File: src/rtl/dds_pkg.sv
// dds_pkg: shared constants for the DDS datapath (debounce window, one-hot waveform codes)
package dds_pkg;
   localparam logic [19:0] CNT_MAX     = 20'd999_999;
   localparam int          KEY_W       = 4;
   localparam logic [3:0]  WAVE_SINE   = 4'b0001;
   localparam logic [3:0]  WAVE_SQUARE = 4'b0010;
   localparam logic [3:0]  WAVE_TRI    = 4'b0100;
   localparam logic [3:0]  WAVE_SAW    = 4'b1000;
endpackage

File: src/rtl/key_filter.sv
// key_filter: 2-FF synchroniser, saturating debounce counter and one-cycle press flag for one key
module key_filter #(
   parameter logic [19:0] CNT_MAX = dds_pkg::CNT_MAX
) (
   input  logic sys_clk,
   input  logic sys_rst_n,
   input  logic i_key,
   output logic o_flag
);
   logic [1:0]  r_sync;
   logic [19:0] r_cnt;
   logic        w_key_s;
   assign w_key_s = r_sync[1];
   // counter saturates at CNT_MAX so a held key passes CNT_MAX-1 only once
   always_ff @(posedge sys_clk or negedge sys_rst_n)
      if (!sys_rst_n) begin
         r_sync <= 2'b11;
         r_cnt  <= '0;
         o_flag <= 1'b0;
      end else begin
         r_sync <= {r_sync[0], i_key};
         r_cnt  <= w_key_s ? '0 : (r_cnt == CNT_MAX) ? r_cnt : r_cnt + 20'd1;
         o_flag <= !w_key_s && (r_cnt == CNT_MAX - 20'd1);
      end
endmodule

File: src/rtl/key_wave_sel.sv
// key_wave_sel: debounced key array feeding a priority one-hot waveform select register
module key_wave_sel import dds_pkg::*; #(
   parameter logic [19:0] CNT_MAX = dds_pkg::CNT_MAX,
   parameter int          KEY_W   = dds_pkg::KEY_W
) (
   input  logic             sys_clk,
   input  logic             sys_rst_n,
   input  logic [KEY_W-1:0] key,
   output logic [KEY_W-1:0] key_flag,
   output logic [KEY_W-1:0] wave_sel
);
   logic [KEY_W-1:0] w_sel;
   for (genvar g = 0; g < KEY_W; g++) begin : g_kf
      key_filter #(.CNT_MAX(CNT_MAX)) u_kf (
         .sys_clk  (sys_clk),
         .sys_rst_n(sys_rst_n),
         .i_key    (key[g]),
         .o_flag   (key_flag[g])
      );
   end
   // descending scan so the lowest flagged index ends up selected
   always_comb begin
      w_sel = wave_sel;
      for (int i = KEY_W - 1; i >= 0; i--)
         if (key_flag[i]) w_sel = KEY_W'(1) << i;
   end
   always_ff @(posedge sys_clk or negedge sys_rst_n)
      if (!sys_rst_n) wave_sel <= KEY_W'(WAVE_SINE);
      else            wave_sel <= w_sel;
endmodule

File: config.mk
export PLATFORM = sky130hd
export DESIGN_NAME = key_wave_sel
export DESIGN_NICKNAME = d
export VERILOG_FILES = /design/src/rtl/dds_pkg.sv /design/src/rtl/key_filter.sv /design/src/rtl/key_wave_sel.sv
export SDC_FILE = /design/constraint.sdc
export NUM_CORES = 1
export LEC_CHECK = 0
export BUFFER_PORTS_ARGS = -buffer_cell sky130_fd_sc_hd__buf_2
export CAP_MARGIN = 40
export CORE_MARGIN = 10
export CORE_UTILIZATION = 45
export DETAILED_ROUTE_END_ITERATION = 8
export SKIP_LAST_GASP = 1
export SLEW_MARGIN = 40
export SYNTH_ARGS = -nofsm -noshare
export SYNTH_HDL_FRONTEND = slang
export SYNTH_SLANG_ARGS = --single-unit
File: constraint.sdc
create_clock -name sys_clk -period 2.03 [get_ports sys_clk]
set_clock_uncertainty 0.15 [all_clocks]
set_input_delay 0.203 -clock sys_clk [delete_from_list [all_inputs] [get_ports sys_clk]]
set_output_delay 0.203 -clock sys_clk [all_outputs]
set_load 0.005 [all_outputs]
### After elaboration in Yosys (flattened, before gate mapping)

Index checks and enable logic that the tools add are counted.

* logic and storage cells: 50
* flip-flop bits (word level): 96
* input port bits: 6
* output and inout port bits: 8

* reductions and logical operators: 9
* add/sub/neg operators: 4
* equal/unequal tests: 12
* mux-type cells: 12

Operators by type and width (number)
* $eq A20 B20 Y1 const B: 8
* $mux W20: 8
* $add A20 B1 Y20 const B: 4
* $mux W4: 4
* $ne A2 B1 Y1 const B: 4
* $logic_and A1 B1 Y1: 4
* $logic_not A1 Y1: 4
* $reduce_bool A4 Y1: 1

### Logic depth before layout (Yosys ltp)

* depth after elaboration: 4
* mapped depth: 6
* mapped depth without buffers: 5

### Cells and area by module

A second synthesis with hierarchy kept.

* cells, all modules: 519
* area total of the unflattened synthesis: 5078.6 sq um

Modules (own cells, without submodules)
* key_filter at g_kf[0].u_kf ...: cells each 127, area an instance 1223.7 sq um, sequential area each 578.1 sq um, instances 3
* key_filter at g_kf[1].u_kf: cells each 123, area an instance 1241.2 sq um, sequential area each 578.1 sq um, instances 1
* key_wave_sel: cells each 15, area an instance 166.4 sq um, sequential area each 101.3 sq um, instances 1

### Worst setup path after synthesis

No wires, ideal clock.

* kind: register -> register
* start: reg g_kf[1].u_kf.r_cnt[15]
* end: reg g_kf[1].u_kf.r_cnt[0]
* library setup time: 0.128 ns
* setup slack: 0.041 ns
* stages on the path, launching flop included: 5
* data required time: 1.752 ns
* arrival: 1.711 ns
* clock period less this slack: 1.989 ns
* buffers on the path: 0
* cells stage by stage: dfrtp_1 > or4_1 > nor4_4 > nand2_2 > mux2_1

* longest elaborated chain between the ends: 2

Ends and longest elaborated chain
* start, declared: line key_filter.sv:11 `logic [19:0] r_cnt;`
* start signal, assigned: line key_filter.sv:22 `r_cnt <= w_key_s ? '0 : (r_cnt == CNT_MAX) ? r_cnt : r_cnt + 20'd1;`
* $eq A20 B20 Y1: line key_filter.sv:22
* $ne A2 B1 Y1 (no line)

No other way between the ends.
A chain may end at the register's enable or synchronous reset.

### Worst setup path in the final report

* start: reg g_kf[3].u_kf.r_cnt[1]
* end: reg g_kf[3].u_kf.r_cnt[18]

* longest elaborated chain between the ends: 3
* elaborated cells between the ends (all ways): 5
* classes of those cells: add/sub: 1; eq/ne: 2; mux: 2

Ends and longest elaborated chain (line)
* start, declared: key_filter.sv:11
* start signal, assigned: key_filter.sv:22
* $add A20 B1 Y20: key_filter.sv:22
* $mux W20 (2 in series): key_filter.sv:22

Parallel ways exist; a longest one is shown, timed or not. The select of a mux whose other input is x is not followed.

==> results.toml <==
[run_status]
outcome = "completed"

[yosys]
synthMuxAreaShare = 0.0232
synth_top_family_by_area = "simple AND/OR/NAND/NOR gates"
synth-simple-area-share = 0.266
synth_cell_types = 49
synthXorXnorAreaFrac = 0.0434
synthArstFlopShare = 1.00
synthAdderAreaFrac = 0.0207
syn_inst = 484
seq_area_frac_synth = 0.498
synth_flop_cell = "dfrtp_1"
ys_ff_latch = 96
syn-num-nets = 498
synth.avg_cell_area_um2 = 10.0
synth_edf_count = 0
synth-warning-count = 0
synth_compound_area_frac = 0.117
syn-cell-area_mm2 = 0.00485

[clock_tree]
clkLatencyLatePin_ps = 380
cts.clk_slew.worst_paths_ps = 110
clock_path_buffers = 2
cts_buffers = 9
cts_root_buffer = "clkbuf_8"
cts_tree = "yes"
htreeDepth = 3
cts_sinks = 96

[power_and_ir_drop]
leakagePower_nw = 2.31
internal_power_w = 0.00262
seqPwrFrac = 0.578
p_sw_w = 0.000832
p_per_area_mw_per_mm2 = 615
p_sw_frac = 0.241
comb_power_share = 0.038
clockPowerShare = 0.384
finalPower_w = 0.00346
vdd_drop_max_v = 0.000411

[layout]
antenna_cells = 0
nNetsFinal = 540
drive_above_1_share = 0.207
syn2layout_area_growth_pct = 15.9
fin_area_mm2 = 0.00562
final_cells = 667
fillCellCount = 952

[grt]
grt_pass1_vias = 3632
grt_pass1_wl_mm = 17.3
grt.overflow.total = 0
track_usage = 0.138
grt_max_degree = 38
antenna_found_initial = 0

[floorplan]
initial_core_util = 0.465
die_h_um = 124
rows = 37
core_mm2 = 0.0104
num_io_pins = 14
fp.dieW_um = 124
dieArea_mm2 = 0.0153

[detailed_routing]
avgRoutedWirePerCell_um = 15.0
first_iter_violations = 220
dr.pass1.iters = 5
vias = 3793
routed_wl_mm = 10.0
postRouteAntennaNets = 0
avgViaCountPerCell = 5.69
route.detailed.drc = 0

[sta]
fmax_mhz = 509
worst_pin_slew_ps = 478
min_period_ps = 1970
slew_violations = 0
holdWs_ps = 150
post-route-period-util = 0.969
max-slew-margin-rel = 0.677
setup_ws_ps = 63.9
hold_viol_final = 0
setup_viol = 0

[place]
hpwl_mm = 6.96
place_area_mm2 = 0.00523
portBuffers = 13
placedCellCount = 640
dp_slack_ps = 11.7
gp_congestion = 0.834

[setup_path]
cp_max_fo = 4
timing.rr.start = "g_kf[3].u_kf.r_cnt[1]"
end_kind = "register"
critPathArrivalTime_ps = 2110
r2r_slack_ps = 60
cp-start-kind = "register"
path_class = "register to register"
reg2regPathDepth = 5
r2r_end = "g_kf[3].u_kf.r_cnt[18]"
worstPathRequired_ps = 2170
startpoint = "g_kf[3].u_kf.r_cnt[1]"

[run]
maxCapViolCount = 0

[worst_hold_path]
hold_class = "input pin to asynchronous set/reset pin"
worst max-delay path by stage:
stage	slack (ps)	endpoint
floorplan	40	g_kf[1].u_kf.r_cnt[0]
global placement	80	g_kf[0].u_kf.r_cnt[0]
detailed placement	10	g_kf[3].u_kf.r_cnt[18]
CTS	6	g_kf[3].u_kf.r_cnt[18]
global route	-4	g_kf[3].u_kf.r_cnt[16]
finish	60	g_kf[3].u_kf.r_cnt[18]
registers in the layout, summed over array words and instances (netlist names):
| name | flops |
|---|---|
| g_kf.u_kf.o_flag | 4 |
| g_kf.u_kf.r_cnt | 80 |
| g_kf.u_kf.r_sync | 8 |
| wave_sel | 4 |
stage by stage:
step | util | TNS, ps
2_1_floorplan | - | 0
3_3_place_gp | 0.502 | 0
3_5_place_dp | 0.502 | 0
4_1_cts | 0.529 | 0
5_1_grt | 0.539 | -4.27
6_report | 0.539 | 0
synthesized netlist by cell type (2+ instances only):
cell / count / area share
mux2_2: 8 / 0.019
nor3_1: 9 / 0.0093
o21bai_1: 5 / 0.0077
nand2_1: 26 / 0.020
nand3_1: 18 / 0.019
xnor2_1: 10 / 0.018
mux2_1: 2 / 0.0046
dfrtp_1: 87 / 0.45
buf_2: 2 / 0.0021
buf_4: 4 / 0.0062
or3_1: 17 / 0.022
nand4b_1: 4 / 0.0072
nor4_1: 10 / 0.013
a21oi_1: 38 / 0.039
nand4_1: 22 / 0.028
and4_1: 11 / 0.020
dfstp_2: 9 / 0.049
nand4bb_1: 2 / 0.0046
ha_1: 8 / 0.021
o21ai_0: 21 / 0.022
xor2_1: 14 / 0.025
clkbuf_1: 15 / 0.012
a31oi_1: 12 / 0.015
and2_1: 7 / 0.0090
nor2b_1: 8 / 0.010
or4_1: 12 / 0.019
a311oi_1: 2 / 0.0036
nor4b_1: 3 / 0.0054
nor4_4: 2 / 0.0088
a211oi_1: 8 / 0.012
nor4bb_1: 3 / 0.0062
nor2_1: 40 / 0.031
o31ai_1: 9 / 0.014
and3_1: 9 / 0.012
inv_1: 13 / 0.010
worst max-delay path: stages, from the launching register on:
cell and delay [ps]:
dfrtp_2 430, ha_4 160, nand3_1 110, or4_4 510
or3_1 360, a21oi_1 170
routing by layer:
layer	global-route usage	vias up	part of all wire
met3	0.0271	13	0.028
met4	0.0531	0	0.015
met2	0.219	44	0.47
met1	0.182	1850	0.49
li1	-	1886	-
met5	0	-	0
cell families after synthesis:
group,after synthesis
xor gates and xnor gates,24
AOI/OAI and AO/OA,97
and+or+nand+nor,213
adders and majority gates,8
muxes,10
DFF,96
buffers and inverters,36
placed cells by master, fill, tap and decap left out, drive strengths merged, types with 12 or more instances in the layout:
master and instances:
nand2 27, nor2 40, or4 13, nand3 18, a21oi 38, a31oi 12
nand4 23, dfrtp 87, inv 15, o21ai 21, buf 49, or3 17
and4 12, xor2 14, nor4 12
power groups by stage:
stage                     Combinational, W  Sequential (W)  Clock [W]
after CTS                         0.000126         0.00199    0.00138
final                             0.000132         0.00200    0.00133
after floorplan                  0.0000565         0.00201          0
after global placement            0.000110         0.00203          0
after detailed placement          0.000113         0.00203          0
after global routing              0.000153         0.00201    0.00145
repair_timing:
action / 4_1_cts / 5_1_grt
gates resized for setup: 1 / 21
hold endpoints to repair: 95 / 0
hold buffers: 5 / 0
setup buffers: 2 / 4
pin swaps: 0 / 6
endpoints found under the setup margin: 1 / 21
cell type report:
cell class	instances	area, µm²	share of cell area
tap	136	170	0.0303
clock buffer	10	138	0.0245
inverter	13	48.8	0.00869
timing repair buffer	54	413	0.0735
sequential	96	2420	0.431
multi-input combinational	352	2350	0.419
clock inverter	6	73.8	0.0131
Power figures use the tool's default switching activity.
